### src/rtl/pipeline_pkg.sv
// Shared pipeline constants reused by the IF/ID/EX/MEM/WB stages.
package pipeline_pkg;
  localparam int PC_W_DEF    = 32;
  localparam int INSTR_W_DEF = 32;
  localparam int PC_INC      = 4;

  localparam logic [INSTR_W_DEF-1:0] NOP_INSTR = 32'h0000_0000;
endpackage

### src/rtl/if_stage_if.sv
// Bus between the fetch stage, instruction memory, hazard unit, EX redirect and decode.
interface if_stage_if #(
  parameter int PC_W    = 32,
  parameter int INSTR_W = 32,
  parameter int CNT_W   = 16
);
  // ifid_valid qualifies ifid_instr/ifid_pc4 every cycle: 1 = real instruction,
  // 0 = bubble. Decode has no back-pressure; the hazard unit holds IF/ID via stall.
  logic               stall;
  logic               redirect;
  logic [PC_W-1:0]    redirect_pc;
  logic [PC_W-1:0]    imem_addr;
  logic [INSTR_W-1:0] imem_data;
  logic [INSTR_W-1:0] ifid_instr;
  logic [PC_W-1:0]    ifid_pc4;
  logic               ifid_valid;
  logic [PC_W-1:0]    pc;
  logic [CNT_W-1:0]   fetch_cnt;

  modport master (
    input  stall, redirect, redirect_pc, imem_data,
    output imem_addr, ifid_instr, ifid_pc4, ifid_valid, pc, fetch_cnt
  );

  modport slave (
    output stall, redirect, redirect_pc, imem_data,
    input  imem_addr, ifid_instr, ifid_pc4, ifid_valid, pc, fetch_cnt
  );
endinterface

### src/rtl/if_stage_pc_reg.sv
// Program counter register with next-PC selection (reset > redirect > stall > increment).
module pc_reg
  import pipeline_pkg::*;
#(
  parameter int              PC_W     = 32,
  parameter logic [PC_W-1:0] RESET_PC = '0
) (
  input  logic            clk_i,
  input  logic            reset_i,
  input  logic            stall_i,
  input  logic            redirect_i,
  input  logic [PC_W-1:0] redirect_pc_i,
  output logic [PC_W-1:0] pc_o
);
  logic [PC_W-1:0] pc_q;
  logic [PC_W-1:0] pc_d;

  // Misaligned redirect targets are quietly word-aligned; wrap is modulo 2^PC_W.
  always_comb begin
    pc_d = pc_q;
    if (redirect_i) begin
      pc_d = {redirect_pc_i[PC_W-1:2], 2'b00};
    end else if (!stall_i) begin
      pc_d = pc_q + PC_W'(PC_INC);
    end
  end

  always_ff @(posedge clk_i) begin
    if (reset_i) begin
      pc_q <= RESET_PC;
    end else begin
      pc_q <= pc_d;
    end
  end

  assign pc_o = pc_q;
endmodule

### src/rtl/if_stage.sv
// Instruction-fetch stage: PC, imem address, IF/ID register and saturating fetch counter.
module if_stage
  import pipeline_pkg::*;
#(
  parameter int              PC_W     = PC_W_DEF,
  parameter int              INSTR_W  = INSTR_W_DEF,
  parameter logic [PC_W-1:0] RESET_PC = '0,
  parameter int              CNT_W    = 16
) (
  input  logic       clk,
  input  logic       reset,
  if_stage_if.master bus
);
  localparam logic [CNT_W-1:0] CNT_MAX = '1;

  logic [PC_W-1:0]    pc;
  logic [PC_W-1:0]    pc_plus4;
  logic [INSTR_W-1:0] instr_q, instr_d;
  logic [PC_W-1:0]    pc4_q, pc4_d;
  logic               valid_q, valid_d;
  logic [CNT_W-1:0]   cnt_q, cnt_d;

  pc_reg #(
    .PC_W     (PC_W),
    .RESET_PC (RESET_PC)
  ) u_pc_reg (
    .clk_i         (clk),
    .reset_i       (reset),
    .stall_i       (bus.stall),
    .redirect_i    (bus.redirect),
    .redirect_pc_i (bus.redirect_pc),
    .pc_o          (pc)
  );

  assign pc_plus4 = pc + PC_W'(PC_INC);

  // Redirect wins over stall: the wrong-path fetch is squashed to a bubble.
  always_comb begin
    instr_d = instr_q;
    pc4_d   = pc4_q;
    valid_d = valid_q;
    cnt_d   = cnt_q;
    if (bus.redirect) begin
      instr_d = INSTR_W'(NOP_INSTR);
      pc4_d   = '0;
      valid_d = 1'b0;
    end else if (!bus.stall) begin
      instr_d = bus.imem_data;
      pc4_d   = pc_plus4;
      valid_d = 1'b1;
      if (cnt_q != CNT_MAX) begin
        cnt_d = cnt_q + 1'b1;
      end
    end
  end

  always_ff @(posedge clk) begin
    if (reset) begin
      instr_q <= INSTR_W'(NOP_INSTR);
      pc4_q   <= '0;
      valid_q <= 1'b0;
      cnt_q   <= '0;
    end else begin
      instr_q <= instr_d;
      pc4_q   <= pc4_d;
      valid_q <= valid_d;
      cnt_q   <= cnt_d;
    end
  end

  assign bus.imem_addr  = {pc[PC_W-1:2], 2'b00};
  assign bus.pc         = pc;
  assign bus.ifid_instr = instr_q;
  assign bus.ifid_pc4   = pc4_q;
  assign bus.ifid_valid = valid_q;
  assign bus.fetch_cnt  = cnt_q;
endmodule
### src/flat_wrapper.sv
// flat-port wrapper written by rule: the top's interface ports become plain ports
module if_stage_flat import pipeline_pkg::*;
#(
  parameter int              PC_W     = PC_W_DEF,
  parameter int              INSTR_W  = INSTR_W_DEF,
  parameter logic [PC_W-1:0] RESET_PC = '0,
  parameter int              CNT_W    = 16
)
  (clk, reset, bus_stall, bus_redirect, bus_redirect_pc, bus_imem_data, bus_imem_addr, bus_ifid_instr, bus_ifid_pc4, bus_ifid_valid, bus_pc, bus_fetch_cnt);
  if_stage_if #(.PC_W(PC_W), .INSTR_W(INSTR_W), .CNT_W(CNT_W)) bus_i ();
  input  logic clk;
  input  logic reset;
  input wire logic [$bits(bus_i.stall)-1:0] bus_stall;
  input wire logic [$bits(bus_i.redirect)-1:0] bus_redirect;
  input wire logic [$bits(bus_i.redirect_pc)-1:0] bus_redirect_pc;
  input wire logic [$bits(bus_i.imem_data)-1:0] bus_imem_data;
  output wire logic [$bits(bus_i.imem_addr)-1:0] bus_imem_addr;
  output wire logic [$bits(bus_i.ifid_instr)-1:0] bus_ifid_instr;
  output wire logic [$bits(bus_i.ifid_pc4)-1:0] bus_ifid_pc4;
  output wire logic [$bits(bus_i.ifid_valid)-1:0] bus_ifid_valid;
  output wire logic [$bits(bus_i.pc)-1:0] bus_pc;
  output wire logic [$bits(bus_i.fetch_cnt)-1:0] bus_fetch_cnt;
  assign bus_i.stall = bus_stall;
  assign bus_i.redirect = bus_redirect;
  assign bus_i.redirect_pc = bus_redirect_pc;
  assign bus_i.imem_data = bus_imem_data;
  assign bus_imem_addr = bus_i.imem_addr;
  assign bus_ifid_instr = bus_i.ifid_instr;
  assign bus_ifid_pc4 = bus_i.ifid_pc4;
  assign bus_ifid_valid = bus_i.ifid_valid;
  assign bus_pc = bus_i.pc;
  assign bus_fetch_cnt = bus_i.fetch_cnt;
  if_stage #(.PC_W(PC_W), .INSTR_W(INSTR_W), .RESET_PC(RESET_PC), .CNT_W(CNT_W)) u_core (.clk(clk), .reset(reset), .bus(bus_i));
endmodule
### config.mk
export PLATFORM = sky130hd
export DESIGN_NAME = if_stage_flat
export DESIGN_NICKNAME = d
export VERILOG_FILES = /design/src/rtl/pipeline_pkg.sv /design/src/rtl/if_stage_if.sv /design/src/rtl/if_stage_pc_reg.sv /design/src/rtl/if_stage.sv /design/src/flat_wrapper.sv
export SDC_FILE = /design/constraint.sdc
export NUM_CORES = 1
export LEC_CHECK = 0
export CORE_MARGIN = 1
export CORE_UTILIZATION = 45
export CTS_CLUSTER_SIZE = 16
export DETAILED_ROUTE_END_ITERATION = 12
export HOLD_SLACK_MARGIN = 0.06
export PLACE_DENSITY = 0.81
export SLEW_MARGIN = 20
export SYNTH_ARGS = -nofsm -noshare
export SYNTH_HDL_FRONTEND = slang
export SYNTH_HIERARCHICAL = 1
export SYNTH_SLANG_ARGS = --single-unit
### constraint.sdc
create_clock -name clk -period 4.2 [get_ports clk]
set_input_delay 0.63 -clock clk [delete_from_list [all_inputs] [get_ports clk]]
set_output_delay 0.63 -clock clk [all_outputs]
set_load 0.005 [all_outputs]
==> impl_results.md, run 1 <==
- Largest net degree at the start of global routing: 49
- Clock latency on the worst-skew pair: 0.34 ns
- # diodes: 0
- Area of the die: 13,100 µm²
- Max Clk Rate: 0.399 GHz
- Via density per instance: 5.44
- Final Skew: 0.00661 ns
- RSZ-0062 raised after global routing: false
- Synthesized cell area: 5700 µm²
- Pre-CTS WS: 1.59 ns
- Fin. max-slew vios: 0
- DRT iter0 DRCs: 461
- Vias: 5,368
- Compound-Gate Fraction of Synth Area: 0.116
- Adder-cell share of the synthesized area: 0.00659
- Final hold vios: 0
- Layout cells sized above 1: 0.0501
- Routed WL: 16.2 mm
- Leakage: 2.88 nW
- CP required: 4.42 ns
- Drt pass-1 iters: 5
- Wire per inst: 16.4 µm
- Critical Path AT: 2.72 ns
- First-pass GRT wire length: 25.0 mm
- Die Height: 115 µm
- Number of synthesized flops with an enable pin: 0
- Filler Cells Inserted: 1,017
- Xor/xnor share of the synthesized area: 0.0753
- Buffers from clock root to sink, at most: 2
- Total setup buffers inserted after CTS: 0
- Synth cell types: 56
- Syn Area/Cell: 8.65 µm²
- CTS tree: yes
- Num CTS Buffers: 9
- Layout Utilization: 0.654
- Yosys Warn Count: 6
- Worst rel slew slack: 0.374
- Die W: 115 µm
- Global route overflow: 0
- Footprint of the multi-input gates: 2990 µm²
- Main combinational cell family by area after synthesis: simple AND/OR/NAND/NOR gates
- Critical path type: reg2reg
- Detailed placement HPWL: 11.5 mm
- Post-layout min period: 2.50 ns
- Final setup fails: 0
- DRC Markers: 0
- Rows: 40
- CP max FO: 14
- Register-to-register setup slack: 1.70 ns
- Post-synthesis simple-gate area fraction: 0.252
- Dominant synthesized flop cell: dfxtp_1
- Mux cell area share after synthesis: 0.0720
- Final #Nets: 886
- Crit-path slowest cell: nor4_1
- Startpoint types: register
- Hold_buf cts: 0
- Crit share post-route: 0.596
- Worst flop-to-flop path startpoint: u_core/u_pc_reg/pc_o[6]$_SDFFE_PP0P_
- Clk pin slew, worst setup/hold paths: 0.07 ns
- Worst r2r dst: u_core/u_pc_reg/pc_o[30]$_SDFFE_PP0P_
- Post-synthesis register bit count: 111
- PostCTS Resize Cnt: 0
- Final hold slack: 0.453 ns
- Antenna violations before repair: 0
- Hold Startpoint: u_core/bus.ifid_valid$_SDFFE_PP0N_
- Gr usage total: 0.241
- Worst reg-to-reg path cell count: 4
- Port Buf Inserts: 206
- CP cell instances: nand4_4 > nor4_1 > a211oi_1 > a2111oi_0
- Origin of the worst setup path: u_core/u_pc_reg/pc_o[6]$_SDFFE_PP0P_
- Initial cell density of the core: 0.469
- Status: finished clean
- Clock sinks: 111
- Routability cong.: 0.865
- Min-delay worst type: reg2reg
- Vias in the first global route: 5,052
- Post-synthesis sequential area ratio: 0.390
- I/O pins: 213
- Max_cap viols: 0
- Setup TNS: 0 ns
- Sequential cell area: 2220 µm²
- Crit end category: register
- Area grow syn2layout: 39.6%
- CTS H-tree depth: 3
- CP peak stage delay: 0.86 ns
- Core ar.: 12,200 µm²
- PwrDens: 312 nW/µm²
- Setup WS post-layout: 1.70 ns
- Async set-or-reset flop fraction in the synthesized netlist: 0
- Clock root cell: clkbuf_16
- Cells after Synth: 659
- Maximum vdd drop: 0.162 mV
- Crit path capture: u_core/u_pc_reg/pc_o[30]$_SDFFE_PP0P_
- Worst slew pin tran: 0.930 ns
- Number of routed nets with antenna violations: 0
-- cell families (layout without fill, tap and decap cells) --
kind of cell / after synthesis / after routing
xor+xnor: 49 / 49
mux: 41 / 41
buf+inv: 96 / 254
fa+ha+maj: 3 / 3
compound gates: 98 / 98
other cells: 2 / 4
simple gates: 259 / 259
flops: 111 / 111
-- critical path: cells and delay by family, from the launching register on --
family / cells / cell delay (ns)
compound gates: 2 / 0.56
simple gates: 2 / 1.11
flops: 1 / 0.72
-- metrics by stage --
step	area, µm²	std cells	power (W)
floorplan	5710	661	0.00134
global placement	7620	972	0.00154
detailed placement	7620	972	0.00155
CTS	7960	987	0.00250
global route	7960	987	0.00258
finish	7960	987	0.00248
-- cells in the final DEF, fill, tap and decap left out, types with 15 or more instances in the layout --
cell type | synthesis | final
clkdlybuf4s50_1 | 0 | 205
dfxtp_1 | 111 | 111
nor2_1 | 96 | 96
mux2i_1 | 41 | 41
xnor2_1 | 32 | 32
a21oi_1 | 30 | 30
inv_1 | 28 | 28
nand2_1 | 26 | 26
nor3_1 | 21 | 21
nand3_1 | 18 | 18
xor2_1 | 17 | 17
nand4_1 | 15 | 15
-- layout make-up --
cell class	instances	area share
Multi-Input combinational cell	454	0.376
Inverter	28	0.0132
Clock buffer	9	0.0283
Tap cell	168	0.0264
Timing Repair Buffer	211	0.264
Clock inverter	6	0.0137
Sequential cell	111	0.279
-- Yosys cell counts, types with 10 or more instances --
cell type	n	area, µm²
xnor2_1	32	280
nor4_1	14	87.6
a211oi_1	13	97.6
nor2_1	96	360
o21ai_0	11	55.1
mux2i_1	41	410
xor2_1	17	149
nand2_1	26	97.6
o21a_1	10	75.1
a21oi_1	30	150
buf_4	34	255
nand3_1	18	90.1
clkbuf_1	23	86.3
nor3_1	21	105
inv_1	28	105
dfxtp_1	111	2220
nand4_1	15	93.8
a311oi_1	10	87.6
and4_1	14	123
-- sequential cells by signal, summed over array words and instances (netlist names) --
register and flops:
u_core/bus.fetch_cnt 16, u_core/bus.ifid_pc4 32, u_core/bus.ifid_valid 1, u_core/bus.ifid_instr 32, u_core/u_pc_reg/pc_o 30
-- routing by layer --
metal	global-route usage	share of wire	vias up
met2	0.428	0.50	217
li1	-	-	2618
met3	0.0355	0.059	21
met4	0.0935	0.018	0
met1	0.292	0.42	2512
met5	0	0	-
-- power by group --
part | switching (W) | total (W) | internal (W) | leakage, nW
registers | 0.0000777 | 0.00117 | 0.00109 | 0.908
logic | 0.000137 | 0.000353 | 0.000216 | 1.80
clock network | 0.000379 | 0.000959 | 0.000580 | 0.166
-- worst min-delay path by stage --
stage	to	slack, ns	cells after the start
2_1_floorplan	u_core/bus.ifid_valid$_SDFFE_PP0N_	0.45	2
3_3_place_gp	u_core/bus.ifid_valid$_SDFFE_PP0N_	0.44	2
3_5_place_dp	u_core/bus.ifid_valid$_SDFFE_PP0N_	0.44	2
4_1_cts	u_core/bus.ifid_valid$_SDFFE_PP0N_	0.45	2
5_1_grt	u_core/bus.ifid_valid$_SDFFE_PP0N_	0.50	2
6_report	u_core/bus.ifid_valid$_SDFFE_PP0N_	0.45	2
Power figures use the tool's default switching activity.
==> run 2: changes to the inputs <==
CORE_UTILIZATION = 41   (was 45)
PLACE_DENSITY = 0.78   (was 0.81)
clock period = 2.2 ns   (was 4.2 ns; I/O delays follow)
==> run 2 against run 1 <==
Compared with the run above: sequential share of layout area shrank 1.0 points; flip-flop and latch count unchanged; critical path depth unchanged; total power rose by 90%; clock power grew 81%; critical endpoint is now u_core/u_pc_reg/pc_o[28]$_SDFFE_PP0P_.
==> impl_results.md, run 2 (synthesized netlist as in run 1, its figures left out) <==
- PwrDens: 569 nW/µm²
- Fin. max-slew vios: 0
- CP max FO: 10
- Clock sinks: 111
- Global route overflow: 0
- Vias in the first global route: 4,920
- Register-to-register setup slack: 0.16 ns
- Worst rel slew slack: 0.659
- Area of the die: 14,400 µm²
- CP peak stage delay: 0.60 ns
- DRT iter0 DRCs: 314
- Via density per instance: 5.19
- Largest net degree at the start of global routing: 77
- CTS tree: yes
- Routed WL: 16.2 mm
- Wire per inst: 15.6 µm
- Origin of the worst setup path: u_core/u_pc_reg/pc_o[6]$_SDFFE_PP0P_
- Worst slew pin tran: 0.512 ns
- DRC Markers: 0
- Setup TNS: 0 ns
- Area grow syn2layout: 45.0%
- Placed cells: 1,019
- Most common cell after layout, fill and taps aside: clkdlybuf4s50_1
- Startpoint types: register
- Status: finished clean
- RSZ-0062 raised after global routing: false
- Critical Path AT: 2.29 ns
- Hold Startpoint: bus_stall
- Port Buf Inserts: 206
- Layout cells sized above 1: 0.0943
- Clk pin slew, worst setup/hold paths: 0.08 ns
- Drt pass-1 iters: 5
- Worst r2r dst: u_core/u_pc_reg/pc_o[28]$_SDFFE_PP0P_
- Buffers from clock root to sink, at most: 2
- Crit-path slowest cell: or4_4
- CP required: 2.45 ns
- Initial cell density of the core: 0.425
- Vias: 5,376
- Crit end category: register
- Rows: 42
- Final hold vios: 0
- Antenna violations before repair: 1
- Clock root cell: clkbuf_16
- Commonest non-fill, non-tap cells in the layout: clkdlybuf4s50_1 (205), dfxtp_1 (111), nor2_1 (96), buf_4 (43), mux2i_1 (41)
- DP Area: 7950 µm²
- WP depth: 4
- Num CTS Buffers: 9
- Clock latency on the worst-skew pair: 0.36 ns
- Final setup fails: 0
- First-pass GRT wire length: 25.5 mm
- Crit share post-route: 0.927
- Crit path capture: u_core/u_pc_reg/pc_o[28]$_SDFFE_PP0P_
- CP top delay family: simple AND/OR/NAND/NOR gates
- Die Height: 120 µm
- Core ar.: 13,400 µm²
- Routability cong.: 0.912
- Die W: 120 µm
- Detailed placement HPWL: 11.8 mm
- Worst flop-to-flop path startpoint: u_core/u_pc_reg/pc_o[6]$_SDFFE_PP0P_
- Final #Nets: 925
- Min-delay worst type: in2reg
- Post-layout min period: 2.04 ns
- Total Power: 0.00471 W
- Max Clk Rate: 0.490 GHz
- I/O pins: 213
- Filler Cells Inserted: 1,184
- CTS H-tree depth: 3
- Max_cap viols: 0
- Gr usage total: 0.225
- PostCTS Resize Cnt: 0
- Critical path type: reg2reg
- CP cell instances: nand4_4 > or4_4 > or3_1 > a2111oi_1
- Design Area, Final: 8270 µm²
- Number of routed nets with antenna violations: 0
- Total setup buffers inserted after CTS: 0
- Leakage: 3.07 nW
- Buf/Inv on CP: 0
- Final Skew: 0.00682 ns
- Worst reg-to-reg path cell count: 4
- Maximum vdd drop: 0.396 mV
- Finished Layout Cells: 1,036
==> run 2: changes by cell type in the layout (fill, tap and decap cells not counted), sizes merged <==
cell	change
clkinv	-1
diode	+1
bufinv	-2
inv	+4
buf	+39
==> run 2: area by class of cell <==
class | count | area [µm²] | share of cell area
diodes | 1 | 2.50 | 0.000303
clock inverters | 7 | 87.6 | 0.0106
inverters | 28 | 105 | 0.0127
repair buffers | 250 | 2410 | 0.292
multi-input cells | 454 | 2990 | 0.362
clock buffers | 9 | 225 | 0.0272
well taps | 176 | 220 | 0.0266
flip-flops and latches | 111 | 2220 | 0.269
==> run 2: layer usage <==
layer,track usage,up-vias,part of all wire
met4,0.0992,0,0.021
met2,0.371,193,0.48
met1,0.287,2463,0.44
met3,0.0380,22,0.065
li1,-,2698,-
met5,0,-,0
==> run 2: metrics by stage <==
step	setup slack, ns	utilization	hold WS [ns]
after CTS	0.152	0.617	0.397
final	0.160	0.617	0.404
after global routing	0.00764	0.617	0.473
after floorplan	0.120	-	0.419
after detailed placement	0.147	0.593	0.439
after global placement	0.194	0.593	0.436
==> run 2: repair_timing <==
item | CTS | global route
endpoints found under the hold margin | 0 | 0
hold buffers | 0 | 0
endpoints found under the setup margin | 0 | 1
==> run 2: worst register-to-register path, stage by stage, from the launching register on <==
cell	delay, ns
dfxtp_1	0.42
nand4_4	0.20
or4_4	0.60
or3_1	0.40
a2111oi_1	0.32
==> run 2: worst min path at each step <==
| stage | end | slack [ns] | cells after the start |
|---|---|---|---|
| final | u_core/u_pc_reg/pc_o[3]$_SDFFE_PP0P_ | 0.40 | 5 |
| after global routing | u_core/bus.ifid_valid$_SDFFE_PP0N_ | 0.47 | 2 |
| after CTS | u_core/u_pc_reg/pc_o[3]$_SDFFE_PP0P_ | 0.40 | 5 |
| after detailed placement | u_core/bus.ifid_valid$_SDFFE_PP0N_ | 0.44 | 2 |
| after global placement | u_core/bus.ifid_valid$_SDFFE_PP0N_ | 0.44 | 2 |
| after floorplan | u_core/u_pc_reg/pc_o[29]$_SDFFE_PP0P_ | 0.42 | 1 |
==> run 2: report_power, final <==
part	internal, W	switching, W	total [W]
registers	0.00209	0.0000767	0.00216
clock network	0.000915	0.000820	0.00174
logic	0.000466	0.000340	0.000807
